--- config.mk ---
export PLATFORM = sky130hd
export DESIGN_NAME = bfu_pipe_flat
export DESIGN_NICKNAME = d
export VERILOG_FILES = /design/src/rtl/bfu_pipe_if.sv /design/src/rtl/bfu_pipe.sv /design/src/flat_wrapper.sv
export SDC_FILE = /design/constraint.sdc
export NUM_CORES = 2
export LEC_CHECK = 0
export ABC_AREA = 1
export CAP_MARGIN = 20
export CORE_AREA = 2 2 365 367
export DETAILED_ROUTE_END_ITERATION = 10
export DIE_AREA = 0 0 367 369
export DONT_BUFFER_PORTS = 1
export PLACE_DENSITY = 0.65
export SYNTH_ARGS = -nofsm -noshare
export SYNTH_HDL_FRONTEND = slang
export SYNTH_SLANG_ARGS = --single-unit
--- constraint.sdc ---
create_clock -name clk -period 41.6 [get_ports clk]
set_clock_uncertainty 0.2 [all_clocks]
set_input_delay 0 -clock clk [delete_from_list [all_inputs] [get_ports clk]]
set_output_delay 0 -clock clk [all_outputs]
set_load 0.02 [all_outputs]
--- src/rtl/bfu_pipe_if.sv ---
// ---------------------------------------------------------------------------
// bfu_pipe_if
// Handshake and data bundle for the NTT/INTT butterfly pipeline.
//   in_valid / in_ready    : input beat handshake
//   mode                   : 00 CT, 01 GS, 10 GS_HALF, 11 behaves as GS
//   a, b, w                : operands and twiddle, canonical [0,Q)
//   tag_in                 : sideband tag (coefficient address)
//   out_valid / out_ready  : result beat handshake
//   y1, y2, tag_out        : results and the tag that travelled with them
// master = beat producer / result consumer, slave = the butterfly unit.
// ---------------------------------------------------------------------------
interface bfu_pipe_if #(
  parameter int unsigned DATA_W = 32'd16,
  parameter int unsigned TAG_W  = 32'd8
);
  logic              in_valid;
  logic              in_ready;
  logic [1:0]        mode;
  logic [DATA_W-1:0] a;
  logic [DATA_W-1:0] b;
  logic [DATA_W-1:0] w;
  logic [TAG_W-1:0]  tag_in;
  logic              out_valid;
  logic              out_ready;
  logic [DATA_W-1:0] y1;
  logic [DATA_W-1:0] y2;
  logic [TAG_W-1:0]  tag_out;

  modport master (
    output in_valid, mode, a, b, w, tag_in, out_ready,
    input  in_ready, out_valid, y1, y2, tag_out
  );

  modport slave (
    input  in_valid, mode, a, b, w, tag_in, out_ready,
    output in_ready, out_valid, y1, y2, tag_out
  );
endinterface

--- src/rtl/bfu_pipe.sv ---
// ---------------------------------------------------------------------------
// bfu_pipe
// Three-stage pipelined modular butterfly (CT forward, GS inverse, GS with
// divide-by-2). All results are fully reduced to [0,Q).
// Ports:
//   clk : rising-edge clock
//   rst : synchronous active-low reset
//   bus : bfu_pipe_if.slave (input beat, result beat, sideband tag)
// Stage plan:
//   S1 : operand capture
//   S2 : CT -> w*b mod Q ; GS -> (a+b) mod Q and (a-b) mod Q
//   S3 : CT -> a +/- t   ; GS -> sum and diff*w mod Q, optional halving
// One global advance signal stalls every stage at once when the output
// register holds a beat that downstream has not taken.
// ---------------------------------------------------------------------------
module bfu_pipe #(
  parameter int unsigned DATA_W = 32'd16,
  parameter int unsigned Q      = 32'd3329,
  parameter int unsigned TAG_W  = 32'd8
) (
  input logic       clk,
  input logic       rst,
  bfu_pipe_if.slave bus
);

  // Modulus must be odd (halving needs an inverse of 2) and fit DATA_W.
  if (((Q % 32'd2) == 32'd0) || (Q >= (32'd1 << DATA_W))) begin : g_bad_q
    $error("bfu_pipe: Q must be odd and below 2**DATA_W");
  end

  localparam logic [1:0] MODE_CT      = 2'b00;
  localparam logic [1:0] MODE_GS_HALF = 2'b10;

  localparam logic [DATA_W:0]     Q_X    = (DATA_W + 32'd1)'(Q);
  localparam logic [2*DATA_W-1:0] Q_WIDE = (2 * DATA_W)'(Q);

  // (x + y) mod Q for canonical x, y
  function automatic logic [DATA_W-1:0] mod_add(input logic [DATA_W-1:0] x,
                                                input logic [DATA_W-1:0] y);
    logic [DATA_W:0] s;
    s = {1'b0, x} + {1'b0, y};
    return (s >= Q_X) ? DATA_W'(s - Q_X) : DATA_W'(s);
  endfunction

  // (x - y) mod Q; equal operands give 0, never Q
  function automatic logic [DATA_W-1:0] mod_sub(input logic [DATA_W-1:0] x,
                                                input logic [DATA_W-1:0] y);
    logic [DATA_W:0] d;
    if (x >= y) begin
      d = {1'b0, x} - {1'b0, y};
    end else begin
      d = {1'b0, x} + Q_X - {1'b0, y};
    end
    return DATA_W'(d);
  endfunction

  // (x * y) mod Q with the full double-width product
  function automatic logic [DATA_W-1:0] mod_mul(input logic [DATA_W-1:0] x,
                                                input logic [DATA_W-1:0] y);
    logic [2*DATA_W-1:0] p;
    p = {{DATA_W{1'b0}}, x} * {{DATA_W{1'b0}}, y};
    return DATA_W'(p % Q_WIDE);
  endfunction

  // x * 2^-1 mod Q: odd values borrow Q to become even first
  function automatic logic [DATA_W-1:0] mod_half(input logic [DATA_W-1:0] x);
    logic [DATA_W:0] t;
    if (x[0]) begin
      t = {1'b0, x} + Q_X;
    end else begin
      t = {1'b0, x};
    end
    return DATA_W'(t >> 1);
  endfunction

  logic              adv_s;

  logic              v1_r;
  logic [1:0]        mode1_r;
  logic [DATA_W-1:0] a1_r;
  logic [DATA_W-1:0] b1_r;
  logic [DATA_W-1:0] w1_r;
  logic [TAG_W-1:0]  tag1_r;

  logic              v2_r;
  logic [1:0]        mode2_r;
  logic [DATA_W-1:0] x2_r;   // CT: a        GS: (a+b) mod Q
  logic [DATA_W-1:0] p2_r;   // CT: w*b mod Q GS: (a-b) mod Q
  logic [DATA_W-1:0] w2_r;
  logic [TAG_W-1:0]  tag2_r;

  logic              v3_r;
  logic [DATA_W-1:0] y1_r;
  logic [DATA_W-1:0] y2_r;
  logic [TAG_W-1:0]  tag3_r;

  logic [DATA_W-1:0] x2_s;
  logic [DATA_W-1:0] p2_s;
  logic [DATA_W-1:0] y1_s;
  logic [DATA_W-1:0] y2_s;

  // The pipeline moves only when the output slot is empty or being taken.
  assign adv_s        = !(v3_r && !bus.out_ready);
  assign bus.in_ready = adv_s;
  assign bus.out_valid = v3_r;
  assign bus.y1        = y1_r;
  assign bus.y2        = y2_r;
  assign bus.tag_out   = tag3_r;

  // Stage-2 datapath: modular multiply for CT, add/sub for GS.
  always_comb begin
    x2_s = a1_r;
    p2_s = '0;
    case (mode1_r)
      MODE_CT: begin
        x2_s = a1_r;
        p2_s = mod_mul(w1_r, b1_r);
      end
      default: begin
        x2_s = mod_add(a1_r, b1_r);
        p2_s = mod_sub(a1_r, b1_r);
      end
    endcase
  end

  // Stage-3 datapath: final add/sub for CT, twiddle product and halving for GS.
  always_comb begin
    y1_s = x2_r;
    y2_s = '0;
    case (mode2_r)
      MODE_CT: begin
        y1_s = mod_add(x2_r, p2_r);
        y2_s = mod_sub(x2_r, p2_r);
      end
      MODE_GS_HALF: begin
        y1_s = mod_half(x2_r);
        y2_s = mod_half(mod_mul(p2_r, w2_r));
      end
      default: begin
        y1_s = x2_r;
        y2_s = mod_mul(p2_r, w2_r);
      end
    endcase
  end

  // Stage 1: capture operands; a low in_valid on advance becomes a bubble.
  always_ff @(posedge clk) begin
    if (!rst) begin
      v1_r    <= 1'b0;
      mode1_r <= 2'b00;
      a1_r    <= '0;
      b1_r    <= '0;
      w1_r    <= '0;
      tag1_r  <= '0;
    end else if (adv_s) begin
      v1_r    <= bus.in_valid;
      mode1_r <= bus.mode;
      a1_r    <= bus.a;
      b1_r    <= bus.b;
      w1_r    <= bus.w;
      tag1_r  <= bus.tag_in;
    end
  end

  // Stage 2: register first-level results together with mode, twiddle, tag.
  always_ff @(posedge clk) begin
    if (!rst) begin
      v2_r    <= 1'b0;
      mode2_r <= 2'b00;
      x2_r    <= '0;
      p2_r    <= '0;
      w2_r    <= '0;
      tag2_r  <= '0;
    end else if (adv_s) begin
      v2_r    <= v1_r;
      mode2_r <= mode1_r;
      x2_r    <= x2_s;
      p2_r    <= p2_s;
      w2_r    <= w1_r;
      tag2_r  <= tag1_r;
    end
  end

  // Stage 3: output register; data only reloads for a valid beat so the
  // visible outputs stay quiet across bubbles.
  always_ff @(posedge clk) begin
    if (!rst) begin
      v3_r   <= 1'b0;
      y1_r   <= '0;
      y2_r   <= '0;
      tag3_r <= '0;
    end else if (adv_s) begin
      v3_r <= v2_r;
      if (v2_r) begin
        y1_r   <= y1_s;
        y2_r   <= y2_s;
        tag3_r <= tag2_r;
      end
    end
  end

endmodule

--- src/flat_wrapper.sv ---
// flat-port wrapper written by rule: the top's interface ports become plain ports
module bfu_pipe_flat 
#(
  parameter int unsigned DATA_W = 32'd16,
  parameter int unsigned Q      = 32'd3329,
  parameter int unsigned TAG_W  = 32'd8
)
  (clk, rst, bus_in_valid, bus_mode, bus_a, bus_b, bus_w, bus_tag_in, bus_out_ready, bus_in_ready, bus_out_valid, bus_y1, bus_y2, bus_tag_out);
  bfu_pipe_if #(.DATA_W(DATA_W), .TAG_W(TAG_W)) bus_i ();
  input logic clk;
  input logic rst;
  input wire logic [$bits(bus_i.in_valid)-1:0] bus_in_valid;
  input wire logic [$bits(bus_i.mode)-1:0] bus_mode;
  input wire logic [$bits(bus_i.a)-1:0] bus_a;
  input wire logic [$bits(bus_i.b)-1:0] bus_b;
  input wire logic [$bits(bus_i.w)-1:0] bus_w;
  input wire logic [$bits(bus_i.tag_in)-1:0] bus_tag_in;
  input wire logic [$bits(bus_i.out_ready)-1:0] bus_out_ready;
  output wire logic [$bits(bus_i.in_ready)-1:0] bus_in_ready;
  output wire logic [$bits(bus_i.out_valid)-1:0] bus_out_valid;
  output wire logic [$bits(bus_i.y1)-1:0] bus_y1;
  output wire logic [$bits(bus_i.y2)-1:0] bus_y2;
  output wire logic [$bits(bus_i.tag_out)-1:0] bus_tag_out;
  assign bus_i.in_valid = bus_in_valid;
  assign bus_i.mode = bus_mode;
  assign bus_i.a = bus_a;
  assign bus_i.b = bus_b;
  assign bus_i.w = bus_w;
  assign bus_i.tag_in = bus_tag_in;
  assign bus_i.out_ready = bus_out_ready;
  assign bus_in_ready = bus_i.in_ready;
  assign bus_out_valid = bus_i.out_valid;
  assign bus_y1 = bus_i.y1;
  assign bus_y2 = bus_i.y2;
  assign bus_tag_out = bus_i.tag_out;
  bfu_pipe #(.DATA_W(DATA_W), .Q(Q), .TAG_W(TAG_W)) u_core (.clk(clk), .rst(rst), .bus(bus_i));
endmodule
==> results by group <==
Global route
  • GRT Residual Overflow: 0
  • Initial antenna violation count: 2
  • Largest net degree at the start of global routing: 154
  • Global-route wire length before repair: 243000 µm
  • Vias in the first global route: 49353
  • Total Routing Usage GR: 0.211

Timing
  • Final hold slack: 55.5 ps
  • Relative slew slack: 0.262
  • Slew Limit Fails: 0
  • RSZ-0062 raised after global routing: no
  • Final period utilization: 0.650
  • Min Tclk post-route: 27060 ps
  • Final setup fails: 0
  • Final hold viol count: 0
  • Worst slew pin tran: 1110 ps
  • Fmax: 0.0370 GHz
  • TNS Setup: 0 ps

CTS
  • Inserted Clock Buffers: 17
  • Postcts setup bufs: 0
  • Clock-pin slew on the worst setup and hold paths: 80 ps
  • H-Tree Depth: 4
  • CTS tree: yes
  • Clock root buffer: clkbuf_16
  • Worst skew pair latency: 470 ps
  • CTS Sinks: 159
  • Max Root-Sink Buffers: 2

Status
  • Run status: completed

Critical path
  • WP buf/inv: 8
  • CP max FO: 19
  • Setup crit end kind: register
  • Setup crit start kind: register
  • Worst path arrival time: 27240 ps
  • Critical path's slowest cell: dfxtp_1
  • Critical path type: register to register
  • Worst path most repeated cell: nand2_1
  • CP delay by family, top: simple AND/OR/NAND/NOR gates
  • Data required time of the worst path: 41780 ps
  • Max incr delay on CP: 1060 ps

Synth
  • Synth cell types: 83
  • Post-Syn Area: 52300 µm²
  • Post-synth ARST share: 0
  • Syn Inst Count: 8379
  • Yosys warning count: 0
  • #FFs+latches synth: 159
  • Syn Area/Cell: 6.24 µm²
  • Mapped Nets: 9164
  • Sequential area share after synthesis: 0.0609
  • Top FF cell, synth: dfxtp_1
  • Post-synth EDFFs: 0

Finish
  • Share of post-route cells with drive strength above 1: 0.119
  • Fin nets: 9014
  • P&R area growth vs syn: 3.85%

Floorplan
  • # rows: 133
  • I/O pin count: 104
  • Total core area: 131000 µm²
  • Die Span Y: 369 µm
  • Total die area: 135000 µm²
  • Die Wd: 367 µm
  • Initial cell density of the core: 0.399

Route
  • Total Wirelength: 145000 µm
  • Via density: 5.11
  • Wire length per cell: 14.5 µm
  • Residual DRC count: 0
  • Starting DRT DRC Count: 3407
  • Final ANT Viol Nets: 0
  • Vias: 51059
  • DRT Pass-1 Iters: 5

Place
  • GPL Wtd Cong: 0.936
  • IO Port Bufs: 0
  • Hpwl dp: 116000 µm

Run
  • # Max-Cap Violations: 0

Min path
  • Hold Path Class: input pin to register
[Yosys cell counts, drive strengths merged (148+ instances only)]
library cell  count  area share
o21ai           357       0.036
nand3           763       0.081
a21oi           329       0.036
fa              404        0.15
nand2          2933        0.25
ha              319       0.076
nor2            710       0.062
dfxtp           159       0.061
clkbuf          183       0.017
nand4           148       0.018
inv            1440        0.10
xor2            217       0.037
[logic make-up after synthesis]
family,after synthesis,share of synthesized area
xor gates and xnor gates,281,0.0485
AOI/OAI and AO/OA,827,0.0937
buffers and inverters,1723,0.139
and+or+nand+nor,4666,0.427
adders and majority gates,723,0.231
DFF,159,0.0609
[worst paths after layout]
kind / depth (start not counted) / start / slack [ps] / endpoint
max: 155 / u_core.p2_r[6] / 14540 / u_core.bus.y2[14]
min: 3 / bus_tag_in[1] / 60 / u_core.tag1_r[1]
max reg2reg: 155 / u_core.p2_r[6] / 14540 / u_core.bus.y2[14]
min reg2reg: 2 / u_core.mode2_r[1] / 280 / u_core.mode2_r[1]
[sequential cells by signal, indices dropped and copies added, names as in the netlist]
name / count
u_core.w2_r: 16
u_core.mode1_r: 2
u_core.tag2_r: 8
u_core.v2_r: 1
u_core.w1_r: 16
u_core.v1_r: 1
u_core.tag1_r: 8
u_core.b1_r: 16
u_core.x2_r: 16
u_core.bus.out_valid: 1
u_core.mode2_r: 2
u_core.a1_r: 16
u_core.bus.tag_out: 8
u_core.p2_r: 16
u_core.bus.y1: 16
u_core.bus.y2: 16
[cell type report]
type	count	area, µm²
inverter	1466	5570
timing repair buffer	88	876
sequential	159	3180
tap	1755	2200
antenna	2	5.00
clock buffer	17	425
multi-input combinational	6497	41900
clock inverter	15	189
fill	14160	76800
[per-stage QoR]
| step | cell area [µm²] | std cells | setup slack (ps) | util |
|---|---|---|---|---|
| after global placement | 53000 | 9900 | 15250 | 0.404 |
| after CTS | 54300 | 9996 | 14790 | 0.414 |
| after detailed placement | 53000 | 9901 | 14860 | 0.404 |
| after floorplan | 52300 | 8379 | 19610 | - |
| final | 54300 | 9999 | 14540 | 0.414 |
| after global routing | 54300 | 9999 | 11530 | 0.414 |
[what timing repair did]
| action | CTS | global route |
|---|---|---|
| hold buffers | 63 | 0 |
| gates resized for setup | 0 | 0 |
| endpoints found under the hold margin | 159 | 0 |
[cell usage in the layout (no fill, tap or decap), types with 23 or more instances in the layout]
cell and instances:
nand3_2 58, dlygate4sd3_1 62, nand3_1 695, inv_1 1353
xor2_1 213, o21ai_0 298, nor2_4 40, o21ai_2 24
o21bai_1 30, a21oi_1 291, dfxtp_1 159, nand2_4 136
nor2_1 581, xnor2_1 61, a31oi_1 29, nand3b_1 40
nand2_2 378, inv_2 75, o21ai_1 34, fa_1 404
ha_1 319, nor3_1 31, a21oi_2 24, nor2_2 83
buf_4 23, nand2_1 2408, nand4_1 144
[metal layers]
metal  GRT usage  part of all wire  vias to the layer above
met5           0                 0                        -
met1       0.282              0.45                    23947
met4      0.0399             0.016                        0
met3      0.0191             0.047                      180
met2       0.370              0.48                     1203
li1            -                 -                    25729
[worst min-delay path, delay by kind of cell]
family / cells / cell delay (ps)
and+or+nand+nor: 1 / 80
AOI/OAI and AO/OA: 1 / 80
buffers and inverters: 1 / 530
Power is not shown: default switching activity piles up to over one toggle a cycle in this logic, so the estimate is an artifact.
